==> src/rtl/hex_debug_rx.sv <==
// rtl/hex_debug_rx.sv - debug UART receiver: 8N1 deserialiser plus ASCII hex pair decoder
// Build option: define HEX_DEBUG_RX_PARITY_EN for 8E1 frames with even-parity checking.
module hex_debug_rx #(
  parameter int CLK_DIV  = 163,
  parameter int SB_TICKS = 16
) (
  input  logic       clk,
  input  logic       reset,
  input  logic       uart_rx,
  output logic [7:0] data,
  output logic       data_valid,
  output logic       frame_err,
  output logic       hex_err
);

  localparam int CW = (CLK_DIV > 1) ? $clog2(CLK_DIV) : 1;
  localparam logic [3:0] SB_LAST = 4'(SB_TICKS - 1);

  typedef enum logic [2:0] {S_IDLE, S_START, S_DATA, S_PARITY, S_STOP} rx_state_t;

  rx_state_t   state, state_nx;
  logic        rx_meta, rxs;
  logic [CW-1:0] cnt;
  logic        tick;
  logic [3:0]  s;
  logic [2:0]  nbit;
  logic [7:0]  shreg;
  logic        par_bad;
  logic        stop_sample, char_done_d, frame_err_d, char_done_q;
  logic        nib_lo;
  logic [3:0]  hi_nib;
  logic        dec_hex, dec_sep;
  logic [3:0]  dec_nib;

  always_ff @(posedge clk or negedge reset) begin
    if (!reset) begin
      rx_meta <= 1'b1;
      rxs     <= 1'b1;
      cnt     <= '0;
    end else begin
      rx_meta <= uart_rx;
      rxs     <= rx_meta;
      cnt     <= tick ? '0 : cnt + 1'b1;
    end
  end

  assign tick = (cnt == CW'(CLK_DIV - 1));

  always_ff @(posedge clk or negedge reset) begin
    if (!reset) state <= S_IDLE;
    else        state <= state_nx;
  end

  always_comb begin
    state_nx = state;
    case (state)
      S_IDLE:   if (!rxs) state_nx = S_START;
      S_START:  if (tick && s == 4'd7) state_nx = rxs ? S_IDLE : S_DATA;
`ifdef HEX_DEBUG_RX_PARITY_EN
      S_DATA:   if (tick && s == 4'd15 && nbit == 3'd7) state_nx = S_PARITY;
      S_PARITY: if (tick && s == 4'd15) state_nx = S_STOP;
`else
      S_DATA:   if (tick && s == 4'd15 && nbit == 3'd7) state_nx = S_STOP;
`endif
      S_STOP:   if (tick && s == SB_LAST) state_nx = S_IDLE;
      default:  state_nx = S_IDLE;
    endcase
  end

  always_comb begin
    stop_sample = (state == S_STOP) && tick && (s == SB_LAST);
    char_done_d = stop_sample && rxs && !par_bad;
    frame_err_d = stop_sample && (!rxs || par_bad);
  end

  // Sample counter s restarts at each sample point so every bit is taken mid-cell.
  always_ff @(posedge clk or negedge reset) begin
    if (!reset) begin
      s     <= '0;
      nbit  <= '0;
      shreg <= '0;
    end else begin
      case (state)
        S_IDLE: begin
          s    <= '0;
          nbit <= '0;
        end
        S_START: if (tick) s <= (s == 4'd7) ? 4'd0 : s + 4'd1;
        S_DATA: if (tick) begin
          if (s == 4'd15) begin
            shreg <= {rxs, shreg[7:1]};
            s     <= '0;
            nbit  <= nbit + 3'd1;
          end else begin
            s <= s + 4'd1;
          end
        end
        default: if (tick) s <= (s == 4'd15) ? 4'd0 : s + 4'd1;
      endcase
    end
  end

`ifdef HEX_DEBUG_RX_PARITY_EN
  always_ff @(posedge clk or negedge reset) begin
    if (!reset)                                          par_bad <= 1'b0;
    else if (state == S_IDLE)                            par_bad <= 1'b0;
    else if (state == S_PARITY && tick && s == 4'd15)    par_bad <= ^{shreg, rxs};
  end
`else
  assign par_bad = 1'b0;
`endif

  always_ff @(posedge clk or negedge reset) begin
    if (!reset) begin
      char_done_q <= 1'b0;
      frame_err   <= 1'b0;
    end else begin
      char_done_q <= char_done_d;
      frame_err   <= frame_err_d;
    end
  end

  always_comb begin
    dec_hex = 1'b0;
    dec_sep = 1'b0;
    dec_nib = 4'd0;
    if (shreg >= 8'h30 && shreg <= 8'h39) begin
      dec_hex = 1'b1;
      dec_nib = shreg[3:0];
    end else if ((shreg >= 8'h41 && shreg <= 8'h46) || (shreg >= 8'h61 && shreg <= 8'h66)) begin
      dec_hex = 1'b1;
      dec_nib = shreg[3:0] + 4'd9;
    end else if (shreg == 8'h0D || shreg == 8'h0A || shreg == 8'h20) begin
      dec_sep = 1'b1;
    end
  end

  // Nibble pairing: separators and errors drop any pending high nibble.
  always_ff @(posedge clk or negedge reset) begin
    if (!reset) begin
      nib_lo     <= 1'b0;
      hi_nib     <= '0;
      data       <= '0;
      data_valid <= 1'b0;
      hex_err    <= 1'b0;
    end else begin
      data_valid <= 1'b0;
      hex_err    <= 1'b0;
      if (char_done_q) begin
        if (dec_hex) begin
          if (!nib_lo) begin
            hi_nib <= dec_nib;
            nib_lo <= 1'b1;
          end else begin
            data       <= {hi_nib, dec_nib};
            data_valid <= 1'b1;
            nib_lo     <= 1'b0;
          end
        end else begin
          hex_err <= !dec_sep;
          nib_lo  <= 1'b0;
        end
      end else if (frame_err) begin
        nib_lo <= 1'b0;
      end
    end
  end

endmodule

==> config.mk <==
export PLATFORM = sky130hd
export DESIGN_NAME = hex_debug_rx
export DESIGN_NICKNAME = d
export VERILOG_FILES = /design/src/rtl/hex_debug_rx.sv
export SDC_FILE = /design/constraint.sdc
export NUM_CORES = 1
export LEC_CHECK = 0
export ABC_AREA = 1
export CORE_UTILIZATION = 58
export DETAILED_ROUTE_END_ITERATION = 16
export PLACE_DENSITY = 0.78
export SLEW_MARGIN = 10
export SYNTH_ARGS = -nofsm -noshare
export SYNTH_HDL_FRONTEND = slang
export SYNTH_SLANG_ARGS = --single-unit
==> constraint.sdc <==
create_clock -name clk -period 1.6 [get_ports clk]
set_input_delay 0.24 -clock clk [delete_from_list [all_inputs] [get_ports clk]]
set_output_delay 0.24 -clock clk [all_outputs]
set_load 0.005 [all_outputs]
==> flow_summary.json, run 1 <==
{
  "root_buffer": "clkbuf_8",
  "worstHoldPathType": "in2reg",
  "p_leak_nw": 1.33,
  "crit_path_end_kind": "flip-flop",
  "ys_types": 29,
  "routed.top_layer": "met4",
  "ys_seq_elements": 45,
  "gp_congestion": 0.852,
  "cp_max_fo": 8,
  "via_count": 1677,
  "grt_pass1_wl_um": 6470,
  "max_freq_mhz": 653,
  "clk_pin_slew_ns": 0.09,
  "drt_iter0_drc": 148,
  "start_util_pct": 60.1,
  "skew_ns": 0.00950,
  "synth_seq_area_share_pct": 51.3,
  "die_height_um": 63.6,
  "wl_met2_um": 1840,
  "areaGrowthSynthToFinish_pct": 19.9,
  "grt_pass1_vias": 1548,
  "setup_viol_count_final": 0,
  "fin_crit_ns": 1.53,
  "drtPass1Iterations": 4,
  "wirelength_um": 3840,
  "final-hold-violation-count": 0,
  "synth.avg_cell_area_um2": 8.46,
  "numCtsBuffers": 5,
  "ir_drop_uv": 593,
  "detail-route-antenna-nets": 0,
  "drive_gt1_share_pct": 17.7,
  "dp_hpwl_um": 2700,
  "tns_ns": 0,
  "clock-sinks": 45,
  "htreeDepth": 2,
  "drv_cap": 0,
  "power.total_w": 0.00205,
  "wire_per_inst_um": 11.4,
  "dp.cells": 324,
  "grt_usage_pct": 20.8,
  "ctsLongestPathBuffers": 2,
  "arrival_ns": 1.78,
  "wl_met3_um": 101,
  "netlist_area_um2": 2200,
  "critPathRequiredTime_ns": 1.85,
  "grt-ovfl-total": 0,
  "pwr_density_cell_nw_per_um2": 779,
  "start_kind": "flip-flop",
  "slew_violations": 0,
  "syn_nets": 272,
  "core.rowCount": 22,
  "drc": 0,
  "viasPerCell": 4.99,
  "status": "completed",
  "finalCritPeriodShare_pct": 95.7,
  "synth_cells": 260,
  "relSlewSlack_pct": 70.2,
  "wl_met1_um": 1850,
  "crit_type": "reg2reg",
  "ioPinCount": 14,
  "synth_warnings": 0,
  "io_buffers": 13,
  "die_x_um": 63.6,
  "worst-slew-pin-transition_ns": 0.447,
  "antennaDiodeCount": 0,
  "tritoncts": "built",
  "core_um2": 3660,
  "final_cells": 336,
  "nets": 299,
  "antenna_found_initial": 0,
  "grt_max_degree": 28,
  "clk_latency_ns": 0.31,
  "dieArea_um2": 4040
}
-- synth_stat cells --
library cell  instances  area share, %
inv_1                31            5.3
inv_2                 7            1.2
nand3_2               2           0.91
nor3_4                1           0.74
o21ai_1              14            3.2
buf_6                 1           0.51
nand3_1              11            2.5
o31ai_1               1           0.34
nor3_1                3           0.68
nor2_4                1           0.51
nand3_4               1           0.80
ha_1                  9            5.1
nand2_1              81             14
xnor2_1               1           0.40
nand4_1               2           0.57
nor2_1               22            3.8
a31oi_1               1           0.28
nand3b_2              1           0.51
a21oi_4               1           0.74
a21oi_1               6            1.4
nand2_2               3           0.85
nor2_2                2           0.57
dfrtp_1              43             49
xor2_1                3            1.2
nand2_4               1           0.51
o21ai_0               7            1.6
dfstp_2               2            2.4
a21oi_2               1           0.40
nand3b_1              1           0.34
-- metal layers --
layer  track usage [%]  vias to the layer above
met3              5.98                        5
met1              27.2                      782
met2              32.7                       20
li1                  -                      870
met5                 0                        -
met4              7.39                        0
-- sequential cells by signal (all words and copies together) (netlist names), 3 cells and up --
| signal | count |
|---|---|
| s | 4 |
| shreg | 8 |
| state | 3 |
| nbit | 3 |
| cnt | 8 |
| hi_nib | 4 |
| data | 8 |
-- cells in the final DEF, fill, tap and decap left out, types with 2 or more instances in the layout --
cell	synthesis	final
a21oi_2	1	2
nand2_2	3	5
dfrtp_1	43	42
a21oi_1	6	6
clkbuf_8	0	5
nand2_1	81	76
nand3_4	1	2
nor2_2	2	2
buf_4	0	4
nor3_1	3	3
nor2_1	22	20
nand4_1	2	2
ha_2	0	2
dfstp_2	2	2
inv_2	7	8
inv_1	31	30
o21ai_1	14	13
xor2_1	3	3
clkdlybuf4s50_1	0	12
nor2_4	1	3
ha_1	9	7
nand3_1	11	11
nand2_4	1	3
o21ai_0	7	7
-- final timing paths --
| kind | cells after the start | endpoint | from | slack (ns) |
|---|---|---|---|---|
| worst max-delay path | 8 | hi_nib[2] | shreg[1] | 0.07 |
| worst min-delay path | 1 | rx_meta | uart_rx | 0.34 |
| worst max register to register | 8 | hi_nib[2] | shreg[1] | 0.07 |
| worst min register to register | 0 | rxs | rx_meta | 0.36 |
| max in group asynchronous | 3 | rx_meta | reset | 0.63 |
| min in group asynchronous | 2 | cnt[3] | reset | 0.40 |
-- report_power, final --
group | total (W) | leakage (nW) | internal [W] | switching (W)
combinational | 0.0000334 | 0.678 | 0.00000990 | 0.0000235
clock | 0.000879 | 0.0543 | 0.000468 | 0.000411
sequential | 0.00114 | 0.601 | 0.00114 | 0.00000139
total | 0.00205 | 1.33 | 0.00162 | 0.000436
-- cell type report --
cell class	instances	area, um^2
multi-input cells	177	993
repair buffers	20	196
clock buffers	5	68.8
fillers	279	1020
flip-flops and latches	45	1130
inverters	38	143
clock inverters	3	46.3
well taps	48	60.1
-- worst max-delay path: stages, from the launching register on --
cell and delay (ns):
dfrtp_1 0.43, inv_2 0.08, ha_1 0.20, nand3b_2 0.24, nand3_4 0.18, nand2_4 0.11
nand2_4 0.10, nand2_1 0.07, nand2_1 0.07
-- kinds of logic after synthesis --
group / Yosys count / synth area share [%]
adder cells (fa/ha/maj): 9 / 5.12
AO/OA/AOI/OAI: 31 / 7.91
flip-flops: 45 / 51.3
AND/OR/NAND/NOR: 132 / 27.1
XOR/XNOR: 4 / 1.59
buffers and inverters: 39 / 7.00
-- stage by stage --
step | setup WS (ns) | hold WS (ns) | utilization [%] | area, um^2
after floorplan | 0.203 | -0.0556 | - | 2200
after global placement | 0.0637 | 0.204 | 66.0 | 2420
after detailed placement | 0.0415 | 0.211 | 66.0 | 2420
after CTS | 0.0187 | 0.333 | 69.4 | 2540
after global routing | -0.0196 | 0.344 | 72.0 | 2640
final | 0.0693 | 0.337 | 72.0 | 2640
-- repair_timing --
action                                  4_1_cts  5_1_grt
endpoints found under the hold margin        18        0
hold buffers                                  1        0
buffers inserted                              0        2
gates resized for setup                       0       20
endpoints found under the setup margin        0       29
No activity file was read; power rests on OpenSTA's default activity.
==> inputs of run 2 (changes only) <==
--- a/config.mk
+++ b/config.mk
@@ -6,8 +6,9 @@
 export NUM_CORES = 1
 export LEC_CHECK = 0
 export ABC_AREA = 1
-export CORE_UTILIZATION = 58
+export CORE_UTILIZATION = 62
 export DETAILED_ROUTE_END_ITERATION = 16
+export DONT_BUFFER_PORTS = 1
 export PLACE_DENSITY = 0.78
 export SLEW_MARGIN = 10
 export SYNTH_ARGS = -nofsm -noshare
==> run 2 against run 1 <==
Compared with the run above: first-iteration DRC count down 14%; critical path depth down 1; count of clock-buffer cells in the layout up 1; clock skew down 0.0039 ns; sequential cell count unchanged; hold slack better by 0.029 ns.
==> flow_summary.json, run 2 (synthesis results as in run 1) <==
{
  "die_height_um": 61.6,
  "nets": 290,
  "slew_violations": 0,
  "max_freq_mhz": 667,
  "core.rowCount": 21,
  "p_leak_nw": 1.29,
  "finalCritPeriodShare_pct": 93.7,
  "detail-route-antenna-nets": 0,
  "final-hold-violation-count": 0,
  "largestRegisters": "cnt x8, data x8, shreg x8",
  "wirelength_um": 3810,
  "drc": 0,
  "viasPerCell": 5.12,
  "tns_ns": 0,
  "worst-slew-pin-transition_ns": 0.285,
  "start_util_pct": 65.4,
  "clk_latency_ns": 0.35,
  "cp_max_fo": 8,
  "skew_ns": 0.00559,
  "htreeDepth": 2,
  "antenna_found_initial": 0,
  "arrival_ns": 1.79,
  "die_x_um": 61.6,
  "grt_usage_pct": 21.3,
  "grt_busiest_layer": "met2",
  "final_common_cell": "nand2_1",
  "clock-sinks": 45,
  "grt_pass1_vias": 1403,
  "worstHoldPathType": "reg2reg",
  "drv_cap": 0,
  "grt-ovfl-total": 0,
  "grt_max_degree": 46,
  "status": "completed",
  "crit_path_end_kind": "flip-flop",
  "relSlewSlack_pct": 81.0,
  "via_count": 1663,
  "setup_ws_ns": 0.101,
  "drt_iter0_drc": 127,
  "antennaDiodeCount": 0,
  "numCtsBuffers": 5,
  "io_buffers": 0,
  "layout_common_cells": "78 x nand2_1, 42 x dfrtp_1, 29 x inv_1, 20 x nor2_1, 14 x o21ai_1",
  "reg2reg_slack_ns": 0.10,
  "dieArea_um2": 3790,
  "gp_congestion": 0.839,
  "setup_viol_count_final": 0,
  "crit_type": "reg2reg",
  "root_buffer": "clkbuf_4",
  "clk_pin_slew_ns": 0.12,
  "wire_per_inst_um": 11.7,
  "startpoint": "shreg[1]",
  "fin_crit_ns": 1.50,
  "ioPinCount": 14,
  "grt_use_met1_pct": 26.0,
  "met2_usage_pct": 36.1,
  "ir_drop_uv": 421,
  "drive_gt1_share_pct": 17.9,
  "dp_hpwl_um": 2540,
  "dp_worst_setup_slack_ns": 0.0467,
  "grtUsageMet3_pct": 6.09,
  "areaGrowthSynthToFinish_pct": 12.2,
  "ctsLongestPathBuffers": 2,
  "reg2reg_from": "shreg[1]",
  "drtPass1Iterations": 4,
  "hp-start": "rx_meta",
  "critPathRequiredTime_ns": 1.89,
  "pwr_density_cell_nw_per_um2": 684,
  "tritoncts": "built",
  "core_um2": 3360,
  "grt_pass1_wl_um": 5820,
  "start_kind": "flip-flop"
}
## run 2: final timing paths
check | cells after the start | to
setup / recovery | 7 | data[6]
hold / removal | 0 | rxs
setup reg to reg | 7 | data[6]
hold reg to reg | 0 | rxs
max in group asynchronous | 2 | rx_meta
min in group asynchronous | 2 | frame_err
## run 2: timing repair
item	4_1_cts	5_1_grt
setup endpoints to repair	0	28
hold endpoints to repair	46	0
hold buffers	3	0
gates resized for setup	0	16
setup buffers	0	5
## run 2: through the flow
stage	total power, W	instance area, um^2	util (%)	hold slack (ns)	instances
2_1_floorplan	0.00117	2200	-	-0.0556	260
3_3_place_gp	0.00117	2270	67.4	-0.0548	308
3_5_place_dp	0.00117	2270	67.4	-0.0547	308
4_1_cts	0.00171	2370	70.4	0.366	319
5_1_grt	0.00174	2470	73.4	0.372	325
6_report	0.00169	2470	73.4	0.366	325
## run 2: cell type report
cell class | instances | area, um^2
repair buffers | 11 | 108
well taps | 46 | 57.6
flip-flops and latches | 45 | 1130
inverters | 38 | 143
multi-input cells | 177 | 978
clock inverters | 2 | 10.0
fillers | 269 | 896
clock buffers | 6 | 41.3
## run 2: power breakdown
group / switching (W) / internal (W) / total, W
logic: 0.0000242 / 0.0000107 / 0.0000349
registers: 0.00000148 / 0.00114 / 0.00114
clock network: 0.000342 / 0.000168 / 0.000510
total: 0.000368 / 0.00132 / 0.00169
## run 2: worst max-delay path: stages, from the launching register on
cell	delay, ns
dfrtp_1	0.43
inv_2	0.09
ha_2	0.19
nand3b_2	0.15
nand3_4	0.16
a21oi_2	0.28
nand2_1	0.08
nand2_1	0.06
## run 2: routing by layer
layer | share of wire [%] | up-vias
li1 | - | 852
met1 | 47 | 783
met2 | 48 | 24
met3 | 3.3 | 4
met4 | 1.1 | 0
met5 | 0 | -
==> inputs of run 3 (changes only) <==
--- a/config.mk
+++ b/config.mk
@@ -6,6 +6,7 @@
 export NUM_CORES = 1
 export LEC_CHECK = 0
 export ABC_AREA = 1
+export CORE_MARGIN = 10
 export CORE_UTILIZATION = 62
 export DETAILED_ROUTE_END_ITERATION = 16
 export DONT_BUFFER_PORTS = 1
==> run 3 against run 2 <==
Compared with the run above: hold slack got worse by 0.036 ns; worst setup slack got worse by 0.048 ns; largest power group unchanged; sequential cell count unchanged; global-route usage decreased by 7.9 points; combinational power decreased by 9.2%.
==> flow_summary.json, run 3 (synthesis results as in run 1) <==
{
  "status": "completed",
  "fin_util_pct": 73.5,
  "clock-sinks": 45,
  "arrival_ns": 1.80,
  "clk_latency_ns": 0.36,
  "via_count": 1718,
  "core_um2": 3390,
  "layout_common_cells": "78 x nand2_1, 42 x dfrtp_1, 30 x inv_1, 20 x nor2_1",
  "root_buffer": "clkbuf_4",
  "rsz0062_at_grt": "true",
  "final-hold-violation-count": 0,
  "crit_family": "simple AND/OR/NAND/NOR gates",
  "worst-slew-pin-transition_ns": 0.253,
  "wire_per_inst_um": 12.5,
  "setup_ws_ns": 0.0529,
  "ir_drop_uv": 519,
  "final_common_cell": "nand2_1",
  "dp_worst_setup_slack_ns": 0.0284,
  "grt_pass1_wl_um": 6840,
  "die_x_um": 79.6,
  "grt_pass1_vias": 1604,
  "worstPathCellList": "ha_2 -> nand2_2 -> nor2_4 -> nand3_4 -> nor2_4 -> buf_4 -> inv_2 -> nand2_1 -> o21ai_1",
  "fin_crit_ns": 1.55,
  "grt_max_degree": 46,
  "multiInputGateArea_um2": 985,
  "drv_cap": 0,
  "slew_violations": 0,
  "dieArea_um2": 6330,
  "start_kind": "flip-flop",
  "critPathRequiredTime_ns": 1.86,
  "p_leak_nw": 1.30,
  "crit_buf_inv": 2,
  "die_height_um": 79.6,
  "tritoncts": "built",
  "crit_type": "reg2reg",
  "core.rowCount": 21,
  "drt_iter0_drc": 113,
  "max_freq_mhz": 646,
  "worstHoldPathType": "in2async",
  "detail-route-antenna-nets": 0,
  "drc": 0,
  "finalCritPeriodShare_pct": 96.7,
  "seqCellArea_um2": 1130,
  "crit_path_end_kind": "flip-flop",
  "dp_hpwl_um": 2780,
  "areaGrowthSynthToFinish_pct": 13.3,
  "grt-ovfl-total": 0,
  "wirelength_um": 4080,
  "clk_pin_slew_ns": 0.14,
  "tns_ns": 0,
  "crit_top_cell": "nor2_4",
  "antenna_found_initial": 0,
  "drive_gt1_share_pct": 19.9,
  "power.total_w": 0.00173,
  "cpPeakStageDelay_ns": 0.39,
  "cp_max_fo": 7,
  "skew_ns": 0.0150,
  "htreeDepth": 2,
  "viasPerCell": 5.25,
  "setup_viol_count_final": 0,
  "cpMaxStageDelayCell": "dfrtp_1",
  "gp_congestion": 0.835,
  "hold_slack_ns": 0.330,
  "largestRegisters": "cnt x8, data x8, shreg x8",
  "ioPinCount": 14,
  "start_util_pct": 64.9,
  "drtPass1Iterations": 4,
  "pwr_density_cell_nw_per_um2": 694,
  "io_buffers": 0,
  "nets": 292,
  "nFillCells": 241,
  "antennaDiodeCount": 0,
  "relSlewSlack_pct": 83.0,
  "grt_usage_pct": 13.4,
  "numCtsBuffers": 5,
  "ctsLongestPathBuffers": 2
}
[run 3: stage by stage]
| step | std cells | cell area (um^2) |
|---|---|---|
| floorplan | 260 | 2200 |
| global placement | 309 | 2280 |
| detailed placement | 309 | 2280 |
| CTS | 321 | 2380 |
| global route | 327 | 2490 |
| finish | 327 | 2490 |
[run 3: routing by layer]
layer / routed length, um / track usage (%) / vias up
met5: 0 / 0 / -
li1: - / - / 859
met3: 249 / 5.07 / 7
met2: 2030 / 21.9 / 35
met1: 1730 / 15.5 / 817
met4: 72 / 5.20 / 0
[run 3: where the power goes]
group	switching [W]	internal, W	leakage [nW]
clock network	0.000381	0.000174	0.0316
registers	0.00000146	0.00114	0.601
logic	0.0000229	0.00000880	0.667
total	0.000406	0.00133	1.30
[run 3: worst paths after layout]
path / depth (start not counted) / slack [ns] / start / to
max: 9 / 0.05 / s[1] / shreg[6]
min: 2 / 0.33 / reset / data[4]
max reg2reg: 9 / 0.05 / s[1] / shreg[6]
min reg2reg: 0 / 0.36 / rx_meta / rxs
max in group asynchronous: 2 / 0.99 / reset / rx_meta
min in group clk: 0 / 0.36 / rx_meta / rxs
[run 3: repair_timing]
item | in CTS | in global routing
hold endpoints to repair | 46 | 0
gates cloned | 0 | 1
hold buffers | 3 | 0
endpoints found under the setup margin | 5 | 28
gates resized for setup | 0 | 19
setup buffers | 1 | 5
pin swaps | 0 | 5
[run 3: cell type report]
class / count / share of cell area, %
sequential: 45 / 45.3
multi-input combinational: 177 / 39.5
inverter: 38 / 5.72
timing repair buffer: 13 / 4.77
tap: 46 / 2.31
clock buffer: 5 / 1.51
clock inverter: 3 / 0.853
[run 3: worst register-to-register path: cells and delay by family, from the launching register on]
family	cells	cell delay (ns)
AO/OA/AOI/OAI	1	0.06
adder cells (fa/ha/maj)	1	0.21
buffers and inverters	2	0.18
flip-flops	1	0.39
AND/OR/NAND/NOR	5	0.61
